**src/rtl/crypt_stream_pipe.sv**
```systemverilog
// crypt_stream_pipe: streaming keyed byte-transform pipeline.
// NUM_STAGES registered rounds, one 32-bit word per cycle, valid/ready on both
// sides. Each word carries its own key and mode; outputs are framed into
// blocks of NUM_WORDS with out_last and a registered block_done pulse.
module crypt_stream_pipe #(
    parameter int NUM_STAGES = 5,
    parameter int NUM_WORDS  = 4,
    parameter int KEY_W      = 2 * NUM_STAGES
) (
    input  logic             clk,
    input  logic             reset,
    input  logic             in_valid,
    output logic             in_ready,
    input  logic [31:0]      in_data,
    input  logic [KEY_W-1:0] in_key,
    input  logic             in_mode,
    output logic             out_valid,
    input  logic             out_ready,
    output logic [31:0]      out_data,
    output logic             out_last,
    output logic             block_done,
    output logic [3:0]       occupancy
);

    localparam int IDX_W = (NUM_WORDS > 1) ? $clog2(NUM_WORDS) : 1;

    // Forward round selected by a 2-bit key pair.
    function automatic logic [31:0] round_fwd(input logic [1:0] p, input logic [31:0] w);
        logic [31:0] r;
        r = w;
        case (p)
            2'b00: r = {w[23:0], w[31:24]};
            2'b01: r = w ^ 32'hA5A5A5A5;
            2'b10: for (int b = 0; b < 4; b++) r[8*b +: 8] = {w[8*b +: 7], w[8*b+7]};
            2'b11: for (int b = 0; b < 4; b++) r[8*b +: 8] = {w[8*b +: 4], w[8*b+4 +: 4]};
        endcase
        return r;
    endfunction

    // Inverse round; XOR and nibble swap are their own inverses.
    function automatic logic [31:0] round_inv(input logic [1:0] p, input logic [31:0] w);
        logic [31:0] r;
        r = w;
        case (p)
            2'b00: r = {w[7:0], w[31:8]};
            2'b01: r = w ^ 32'hA5A5A5A5;
            2'b10: for (int b = 0; b < 4; b++) r[8*b +: 8] = {w[8*b], w[8*b+1 +: 7]};
            2'b11: for (int b = 0; b < 4; b++) r[8*b +: 8] = {w[8*b +: 4], w[8*b+4 +: 4]};
        endcase
        return r;
    endfunction

    logic advance;
    logic in_hs;
    logic out_hs;

    // Global stall: the whole pipe moves together, bubbles included.
    assign advance  = !out_valid || out_ready;
    assign in_ready = advance;
    assign in_hs    = in_valid && in_ready;
    assign out_hs   = out_valid && out_ready;

    for (genvar i = 0; i < NUM_STAGES; i++) begin : g_stage
        logic [31:0]      src_data;
        logic [KEY_W-1:0] src_key;
        logic             src_mode;
        logic             src_valid;
        logic [1:0]       pair;
        logic [31:0]      data_q;
        logic             valid_q;

        if (i == 0) begin : g_first
            assign src_data  = in_data;
            assign src_key   = in_key;
            assign src_mode  = in_mode;
            assign src_valid = in_valid;
        end else begin : g_rest
            assign src_data  = g_stage[i-1].data_q;
            assign src_key   = g_stage[i-1].g_meta.key_q;
            assign src_mode  = g_stage[i-1].g_meta.mode_q;
            assign src_valid = g_stage[i-1].valid_q;
        end

        // Encrypt walks key pairs MS-first; decrypt walks them LS-first.
        assign pair = src_mode ? src_key[2*i +: 2] : src_key[2*(NUM_STAGES-1-i) +: 2];

        // Stage register: transformed word and its valid bit.
        always_ff @(posedge clk or posedge reset) begin
            if (reset) begin
                data_q  <= '0;
                valid_q <= 1'b0;
            end else if (advance) begin
                data_q  <= src_mode ? round_inv(pair, src_data) : round_fwd(pair, src_data);
                valid_q <= src_valid;
            end
        end

        // Key and mode travel with the word; the final stage has no consumer for them.
        if (i < NUM_STAGES - 1) begin : g_meta
            logic [KEY_W-1:0] key_q;
            logic             mode_q;

            // Per-word key/mode carried alongside the data.
            always_ff @(posedge clk or posedge reset) begin
                if (reset) begin
                    key_q  <= '0;
                    mode_q <= 1'b0;
                end else if (advance) begin
                    key_q  <= src_key;
                    mode_q <= src_mode;
                end
            end
        end
    end

    assign out_valid = g_stage[NUM_STAGES-1].valid_q;
    assign out_data  = g_stage[NUM_STAGES-1].data_q;

    logic [IDX_W-1:0] out_idx_q;
    logic             block_done_q;
    logic [3:0]       occ_q;

    assign out_last   = out_valid && (out_idx_q == IDX_W'(NUM_WORDS - 1));
    assign block_done = block_done_q;
    assign occupancy  = occ_q;

    // Output framing: word index within block and the post-block pulse.
    always_ff @(posedge clk or posedge reset) begin
        if (reset) begin
            out_idx_q    <= '0;
            block_done_q <= 1'b0;
        end else begin
            block_done_q <= out_hs && out_last;
            if (out_hs) begin
                out_idx_q <= (out_idx_q == IDX_W'(NUM_WORDS - 1)) ? '0 : out_idx_q + 1'b1;
            end
        end
    end

    // Word count in flight: +1 per accepted input, -1 per delivered output.
    always_ff @(posedge clk or posedge reset) begin
        if (reset) begin
            occ_q <= '0;
        end else begin
            case ({in_hs, out_hs})
                2'b10:   occ_q <= occ_q + 4'd1;
                2'b01:   occ_q <= occ_q - 4'd1;
                default: occ_q <= occ_q;
            endcase
        end
    end

endmodule
```
**config.mk**
```make
export PLATFORM = sky130hd
export DESIGN_NAME = crypt_stream_pipe
export DESIGN_NICKNAME = d
export VERILOG_FILES = /design/src/rtl/crypt_stream_pipe.sv
export SDC_FILE = /design/constraint.sdc
export NUM_CORES = 1
export LEC_CHECK = 0
export ABC_CLOCK_PERIOD_IN_PS = 12220
export CAP_MARGIN = 5
export CORE_ASPECT_RATIO = 1.75
export CORE_MARGIN = 2
export CORE_UTILIZATION = 50
export CTS_BUF_LIST = sky130_fd_sc_hd__clkbuf_8
export DETAILED_ROUTE_END_ITERATION = 10
export GPL_TIMING_DRIVEN = 0
export HOLD_SLACK_MARGIN = 0.1
export MAX_ROUTING_LAYER = met4
export PLACE_DENSITY = 0.8
export SLEW_MARGIN = 20
export SYNTH_ARGS = -nofsm -noshare
export SYNTH_HDL_FRONTEND = slang
export SYNTH_SLANG_ARGS = --single-unit
export TNS_END_PERCENT = 50
```
**constraint.sdc**
```tcl
create_clock -name clk -period 12.22 [get_ports clk]
set_input_delay 1.222 -clock clk [delete_from_list [all_inputs] [get_ports clk]]
set_output_delay 1.222 -clock clk [all_outputs]
set_load 0.05 [all_outputs]
```
==> metrics, run 1 <==
Yosys top cell by area=dfrtp_1; most common library cells after synthesis=263 x mux2i_1, 208 x dfrtp_1, 162 x nor2_1; Yosys top cell area share=0.359; Internal=between 2 and 3 mW; FF-to-FF setup slack=slightly above 9 ns; final hold vios=0; DRT Wirelength=59.2 mm; most frequent cell after synthesis=mux2i_1; Die X=133 µm; CP top delay family=buffers and inverters; core area=28,600 µm²; crit path time final=around 4.7 ns; Post-Syn Area per Cell=9.00 µm²; vias in the first global route=14,697; PwrDens=323 nW/µm²; Total GRT Usage=0.400; # hold bufs at CTS=0; post-synthesis simple-gate area fraction=0.117; vias post-DR=14,159; residual DRC count=0; Max-Cap Viols=0; largest family of logic cells by synthesized area=compound AO/OA/AOI/OAI gates; CP Cell Sequence=clkdlybuf4s50_1 > nor2b_1 > buf_2 > inv_4 > buf_2 > buf_2 > clkdlybuf4s50_1; Slew Limit Fails=0; CTS tree=done; 1st-iter DRT viols=1,069; Slew @ Worst Pin=0.945 ns; ys async rst share=1.00; wire length per cell=~28 µm; sw frac=0.522; Fin Clk Skew=0.0119 ns; total clock sinks=208; Post-synth EDFFs=0; gr ovfl total=0; Num CTS Buffers=31; IO Pins=between 80 and 90; ranking of synthesized cells by area=dfrtp_1 36%, mux2i_1 18%, a221oi_1 5.9%, o22ai_1 5.6%, a21oi_1 4.6%; reg-to-reg startpoint=out_valid; cell area after layout=roughly 16,000 µm²; Fmax=212 MHz; crit path to=in_ready; initial antenna violation count=0; first-pass GRT wire length=89.6 mm; largest net degree at the start of global routing=about 110; Core Rows=82; post-synthesis mux area share=0.198; final estimated routing congestion in global placement=1.05; RSZ-0062 raised after global routing=no; Worst-Skew Late Latency=0.62 ns; Clock power frac=0.110; status=finished clean; Worst R2R End=occupancy[2]; Layout fillers=2,635; Compound-Gate Fraction of Synth Area=0.243; nets=approximately 1,800; leakage power=7.26 nW; htree depth=1; period utilization=0.387; Worst Setup SP=out_ready; Die Height=roughly 230 µm; most frequent CP cell=buf_2; full die area=slightly above 30,000 µm²; post-synthesis sequential area ratio=0.359; hold crit path type=register to register; worst path required time=11.00 ns; synthesized area=14,500 µm²; Antenna Nets Post-Route=0; via/cell ratio=6.64; Post-Syn Instances=1,611; Final HPWL DP=~45 mm; slew margin rel.=0.370; worst r2r path cells=13; Slowest cell on crit path=clkdlybuf4s50_1; critical path type=primary input to primary output; worst path bufs/invs=6; post_cts resized=0; Crit. path cell count=7; Critical Path AT=3.50 ns; register bit total from synthesis=roughly 210; CTS max path bufs=3; Synth cell types=55; Worst Path Max Fanout=10; setup bufs post-CTS=0; IO Port Bufs=84; CP Capture Type=primary output; Adder-Cell Fraction of Synth Area=0.00345; sequential cell fraction of total power=0.327; dpl cell area=~16,000 µm²; max incr delay on CP=0.84 ns; # setup viols final=0; NetSw=2.78 mW; Final Power=roughly 5.3 mW; yosys warns=0; Clock Pin Slew Worst Setup and Hold Paths=0.07 ns; Peak VDD IR=0.000145 V; drt pass-1 iters=7; Initial Util=0.507; ys flop type=dfrtp_1; share of layout cells above drive strength 1=0.122; Logic pwr share=0.563; XOR/XNOR Fraction of Synth Area=0.00302; Setup TNS=0 ns; syn_nets=1,662; root buffer cell=clkbuf_8; area grow syn2layout=13.7%; critical path launch point type=primary input
-- worst min path at each step --
| stage | start | to | cells past startpoint |
|---|---|---|---|
| after global routing | occupancy[3] | occupancy[3] | 1 |
| final | occupancy[3] | occupancy[3] | 1 |
| after CTS | occupancy[3] | occupancy[3] | 1 |
| after floorplan | g_stage[3].valid_q | g_stage[3].valid_q | 2 |
| after detailed placement | g_stage[0].g_meta.key_q[8] | g_stage[1].g_meta.key_q[8] | 2 |
| after global placement | g_stage[3].valid_q | g_stage[3].valid_q | 2 |
-- flip-flops by register name, summed over array words and instances, names as in the netlist --
signal and flops:
out_data 32, g_stage.g_meta.key_q 32, out_valid 1, g_stage.g_meta.mode_q 4
g_stage.data_q 128, out_idx_q 2, occupancy 4, g_stage.valid_q 4
block_done 1
-- metrics by stage --
| step | util | worst slack [ns] | std cells | hold slack [ns] |
|---|---|---|---|---|
| after floorplan | - | 5.32 | 1611 | 0.430 |
| final | 0.576 | 7.49 | 2133 | 0.464 |
| after global routing | 0.576 | 7.43 | 2132 | 0.494 |
| after detailed placement | 0.554 | 7.52 | 2074 | 0.455 |
| after CTS | 0.576 | 7.52 | 2132 | 0.470 |
| after global placement | 0.552 | 2.94 | 2073 | 0.450 |
-- per-layer routing --
layer	GRT usage	wire length, µm	up-vias
li1	-	-	6186
met1	0.347	18000	6812
met2	0.715	31000	768
met3	0.0651	3200	393
met4	0.379	6960	0
met5	-	0	-
-- cell usage in the layout, fill, tap and decap left out, types with 4 or more instances in the layout --
cell type and instances:
nand2b_1 15, nand3_1 8, buf_6 9, nor2b_1 30
buf_4 29, clkbuf_1 36, and2_1 24, o21ai_0 35
a22oi_1 5, clkinv_2 9, mux2_2 7, o22ai_1 129
a41oi_1 16, dfrtp_1 208, or2_1 5, a221oi_2 30
o21ai_1 26, buf_2 63, clkinvlp_4 7, clkbuf_8 35
inv_1 73, xor2_1 4, nor2_1 162, nand2_1 141
a21oi_1 133, buf_1 7, clkdlybuf4s50_1 84, mux4_2 6
a221oi_1 98, ha_1 4, a31oi_1 5, mux2i_1 263
-- cell type report --
| cell class | count | area (µm²) | area share |
|---|---|---|---|
| diodes | 1 | 2.50 | 0.000152 |
| plain buffers | 146 | 823 | 0.0499 |
| clock buffers | 35 | 482 | 0.0292 |
| clock inverters | 23 | 160 | 0.00971 |
| inverters | 74 | 288 | 0.0174 |
| multi-input cells | 1183 | 8190 | 0.497 |
| flip-flops and latches | 208 | 5200 | 0.316 |
| well taps | 378 | 473 | 0.0287 |
| repair buffers | 85 | 868 | 0.0527 |
-- cell families (layout without fill, tap and decap cells) --
logic type / after synthesis / in the layout
xor gates and xnor gates: 5 / 5
muxes: 278 / 278
and+or+nand+nor: 395 / 395
buffers and inverters: 220 / 363
adders and majority gates: 4 / 4
other: 0 / 1
AOI/OAI and AO/OA: 501 / 501
DFF: 208 / 208
-- power groups by stage --
stage / Combinational [mW] / Clock, mW / Sequential, mW
finish: 3.00 / 0.587 / 1.74
global route: 3.22 / 0.617 / 1.75
CTS: 2.94 / 0.593 / 1.69
detailed placement: 2.93 / 0 / 1.71
global placement: 2.89 / 0 / 1.70
floorplan: 1.97 / 0 / 1.58
(Power assumes the default switching activity.)
==> run 2, diff against run 1 <==
--- a/config.mk
+++ b/config.mk
@@ -5,7 +5,7 @@
 export SDC_FILE = /design/constraint.sdc
 export NUM_CORES = 1
 export LEC_CHECK = 0
-export ABC_CLOCK_PERIOD_IN_PS = 12220
+export ABC_CLOCK_PERIOD_IN_PS = 3920
 export CAP_MARGIN = 5
 export CORE_ASPECT_RATIO = 1.75
 export CORE_MARGIN = 2
@@ -15,7 +15,7 @@
 export GPL_TIMING_DRIVEN = 0
 export HOLD_SLACK_MARGIN = 0.1
 export MAX_ROUTING_LAYER = met4
-export PLACE_DENSITY = 0.8
+export PLACE_DENSITY = 0.83
 export SLEW_MARGIN = 20
 export SYNTH_ARGS = -nofsm -noshare
 export SYNTH_HDL_FRONTEND = slang
==> constraint.sdc (replaced) <==
create_clock -name clk -period 3.92 [get_ports clk]
set_input_delay 0.392 -clock clk [delete_from_list [all_inputs] [get_ports clk]]
set_output_delay 0.392 -clock clk [all_outputs]
set_load 0.05 [all_outputs]
==> run 2 against run 1 <==
  * Register-to-register slack worse by 8.3 ns
  * Sequential cell count stayed put
  * Sequential share of layout area is 0.22 points lower
  * Via count is 0.96% higher
  * First-iteration DRC count is 0.65% lower
  * Cell count hardly changed
  * Critical path type is now register to primary output
  * Critical endpoint unchanged
  * Largest power group unchanged
  * Highest routed layer unchanged
==> metrics, run 2 (synthesis gave the netlist of run 1 again) <==
status=finished clean (unchanged); Die Height=229 µm (unchanged); vias post-DR=14,295 (was 14,159); Placed Cells=2,079 (was 2,074); gr ovfl total=0 (unchanged); Max-Cap Viols=0 (unchanged); crit path time final=about 3.3 ns; htree depth=1 (unchanged); share of layout cells above drive strength 1=0.121 (was 0.122); critical path type=register to primary output (was primary input to primary output); PwrDens=1010 nW/µm² (was 323 nW/µm²); RSZ-0062 raised after global routing=no (unchanged); worst path required time=3.53 ns (was 11.00 ns); Core Rows=82 (unchanged); slew margin rel.=0.306 (was 0.370); nets=1,786 (was 1,780); CTS tree=done (unchanged); DRT Wirelength=59.5 mm (was 59.2 mm); Initial Util=0.507 (unchanged); NetSw=8.68 mW (was 2.78 mW); vias in the first global route=14,681 (was 14,697); IO Port Bufs=84 (unchanged); Final Power=16.8 mW (was 5.32 mW); Finished Core Util=0.580 (was 0.576); first-pass GRT wire length=90.1 mm (was 89.6 mm); Fmax=305 MHz; dpl cell area=15,900 µm² (was 15,800 µm²); setup bufs post-CTS=0 (unchanged); GRT met3 Usage=0.0569 (was 0.0651); wire length per cell=27.9 µm (was 27.7 µm); met2 Track Usage GR=0.705 (was 0.715); post_cts resized=0 (unchanged); Critical Path AT=2.89 ns (was 3.50 ns); area grow syn2layout=14.5% (was 13.7%); IO Pins=87 (unchanged); Slowest cell on crit path=clkdlybuf4s50_1 (unchanged); Final HPWL DP=45.4 mm (was 45.3 mm); drt pass-1 iters=8 (was 7); CP top delay family=buffers and inverters (unchanged); largest net degree at the start of global routing=36 (was 107); 1st-iter DRT viols=1,062 (was 1,069); Total GRT Usage=0.401 (was 0.400); Antenna Nets Post-Route=0 (unchanged); Logic pwr share=0.570 (was 0.563); via/cell ratio=6.70 (was 6.64); # hold bufs at CTS=0 (unchanged); residual DRC count=0 (unchanged); Clock power frac=0.114 (was 0.110); CP Capture Type=primary output (unchanged); final hold vios=0 (unchanged); max incr delay on CP=0.83 ns (was 0.84 ns); Hold WS=0.138 ns (was 0.464 ns); root buffer cell=clkbuf_8 (unchanged); largest reg by FF count=g_stage.data_q (unchanged); total clock sinks=208 (unchanged); most frequent CP cell=buf_2 (unchanged); Clock Pin Slew Worst Setup and Hold Paths=0.06 ns (was 0.07 ns); hold crit path type=primary input to register (was register to register); Worst Path Max Fanout=10 (unchanged); Worst-Skew Late Latency=0.62 ns (about the same); worst path bufs/invs=5 (was 6); period utilization=0.836; sw frac=0.518 (was 0.522); CP Cell Sequence=nor2b_1 > buf_2 > inv_4 > buf_2 > buf_2 > clkdlybuf4s50_1 (was clkdlybuf4s50_1 > nor2b_1 > buf_2 > inv_4 > buf_2 > buf_2 > clkdlybuf4s50_1); CTS max path bufs=3 (unchanged); final estimated routing congestion in global placement=1.08 (was 1.05); M1 GR Usage=0.367 (was 0.347); Final Non-Filler Cells=2,134 (was 2,133); Internal=8.09 mW (was 2.55 mW); GRT Max-Usage Layer=met2 (unchanged); max FFs per register=128 (unchanged); most common cell after layout, fill and taps aside=mux2i_1 (unchanged); Fin Clk Skew=0.0332 ns (was 0.0119 ns); full die area=30,400 µm² (unchanged); leakage power=7.33 nW (was 7.26 nW); Die X=133 µm (unchanged); initial antenna violation count=1 (was 0); Slew @ Worst Pin=1.04 ns (was 0.945 ns); most frequent cells in the layout=263 x mux2i_1, 208 x dfrtp_1, 162 x nor2_1 (unchanged); cell area after layout=16,600 µm² (was 16,500 µm²); Peak VDD IR=0.000588 V (was 0.000145 V); Num CTS Buffers=31 (unchanged); Slew Limit Fails=0 (unchanged); critical path launch point type=register (was primary input); # setup viols final=0 (unchanged); sequential cell fraction of total power=0.316 (was 0.327); core area=28,600 µm² (unchanged)
## run 2: cell count changes in the layout (fill, tap and decap cells not counted), sizes merged
cell / previous run / this run
clkinvlp: 7 / 3
buf: 110 / 116
clkbuf: 72 / 77
clkinv: 11 / 2
bufinv: 1 / 2
inv: 78 / 80
## run 2: path summary, 6_finish.rpt
check                              startpoint  slack [ns]                          to  cells past startpoint
min reg2reg                g_stage[3].valid_q        0.46          g_stage[3].valid_q                      2
max reg2reg                         out_valid        0.89                occupancy[2]                     13
max in group asynchronous               reset        2.51       g_stage[1].data_q[12]                      6
min                                 in_key[9]        0.14  g_stage[0].g_meta.key_q[9]                      3
min in group asynchronous               reset        0.17                 out_data[2]                      2
max                                 out_valid        0.64                    in_ready                      6
## run 2: routing by layer
metal  wire [µm]  vias up
li1            -     6213
met1       18500     6873
met2       30800      833
met3        3390      376
met4        6830        0
met5           0        -
## run 2: power groups by stage
stage | combinational [mW] | sequential, mW | clock, mW
global route | 10.2 | 5.34 | 2.02
finish | 9.56 | 5.30 | 1.92
floorplan | 6.14 | 4.94 | 0
global placement | 9.15 | 5.20 | 0
CTS | 9.33 | 5.17 | 1.93
detailed placement | 9.29 | 5.21 | 0
## run 2: stage by stage
stage          worst slack [ns]  TNS [ns]
6_report                  0.642         0
3_3_place_gp             -0.610   -121.31
5_1_grt                   0.587         0
2_1_floorplan             0.828         0
3_5_place_dp              0.574         0
4_1_cts                   0.641         0
## run 2: layout make-up
| type | count | area [µm²] |
|---|---|---|
| tap | 378 | 473 |
| clock buffer | 40 | 551 |
| antenna | 1 | 2.50 |
| timing repair buffer | 91 | 966 |
| clock inverter | 13 | 111 |
| multi-input combinational | 1183 | 8190 |
| fill | 2574 | 12000 |
| buffer | 146 | 823 |
| sequential | 208 | 5200 |
| inverter | 74 | 284 |
## run 2: worst reg2reg max path, delay by kind of cell, from the launching register on
family / cells / cell delay, ns
buffers and inverters: 4 / 1.01
XOR/XNOR: 3 / 0.53
adder cells (fa/ha/maj): 2 / 0.46
flip-flops: 1 / 0.41
AND/OR/NAND/NOR: 3 / 0.37
AO/OA/AOI/OAI: 1 / 0.14
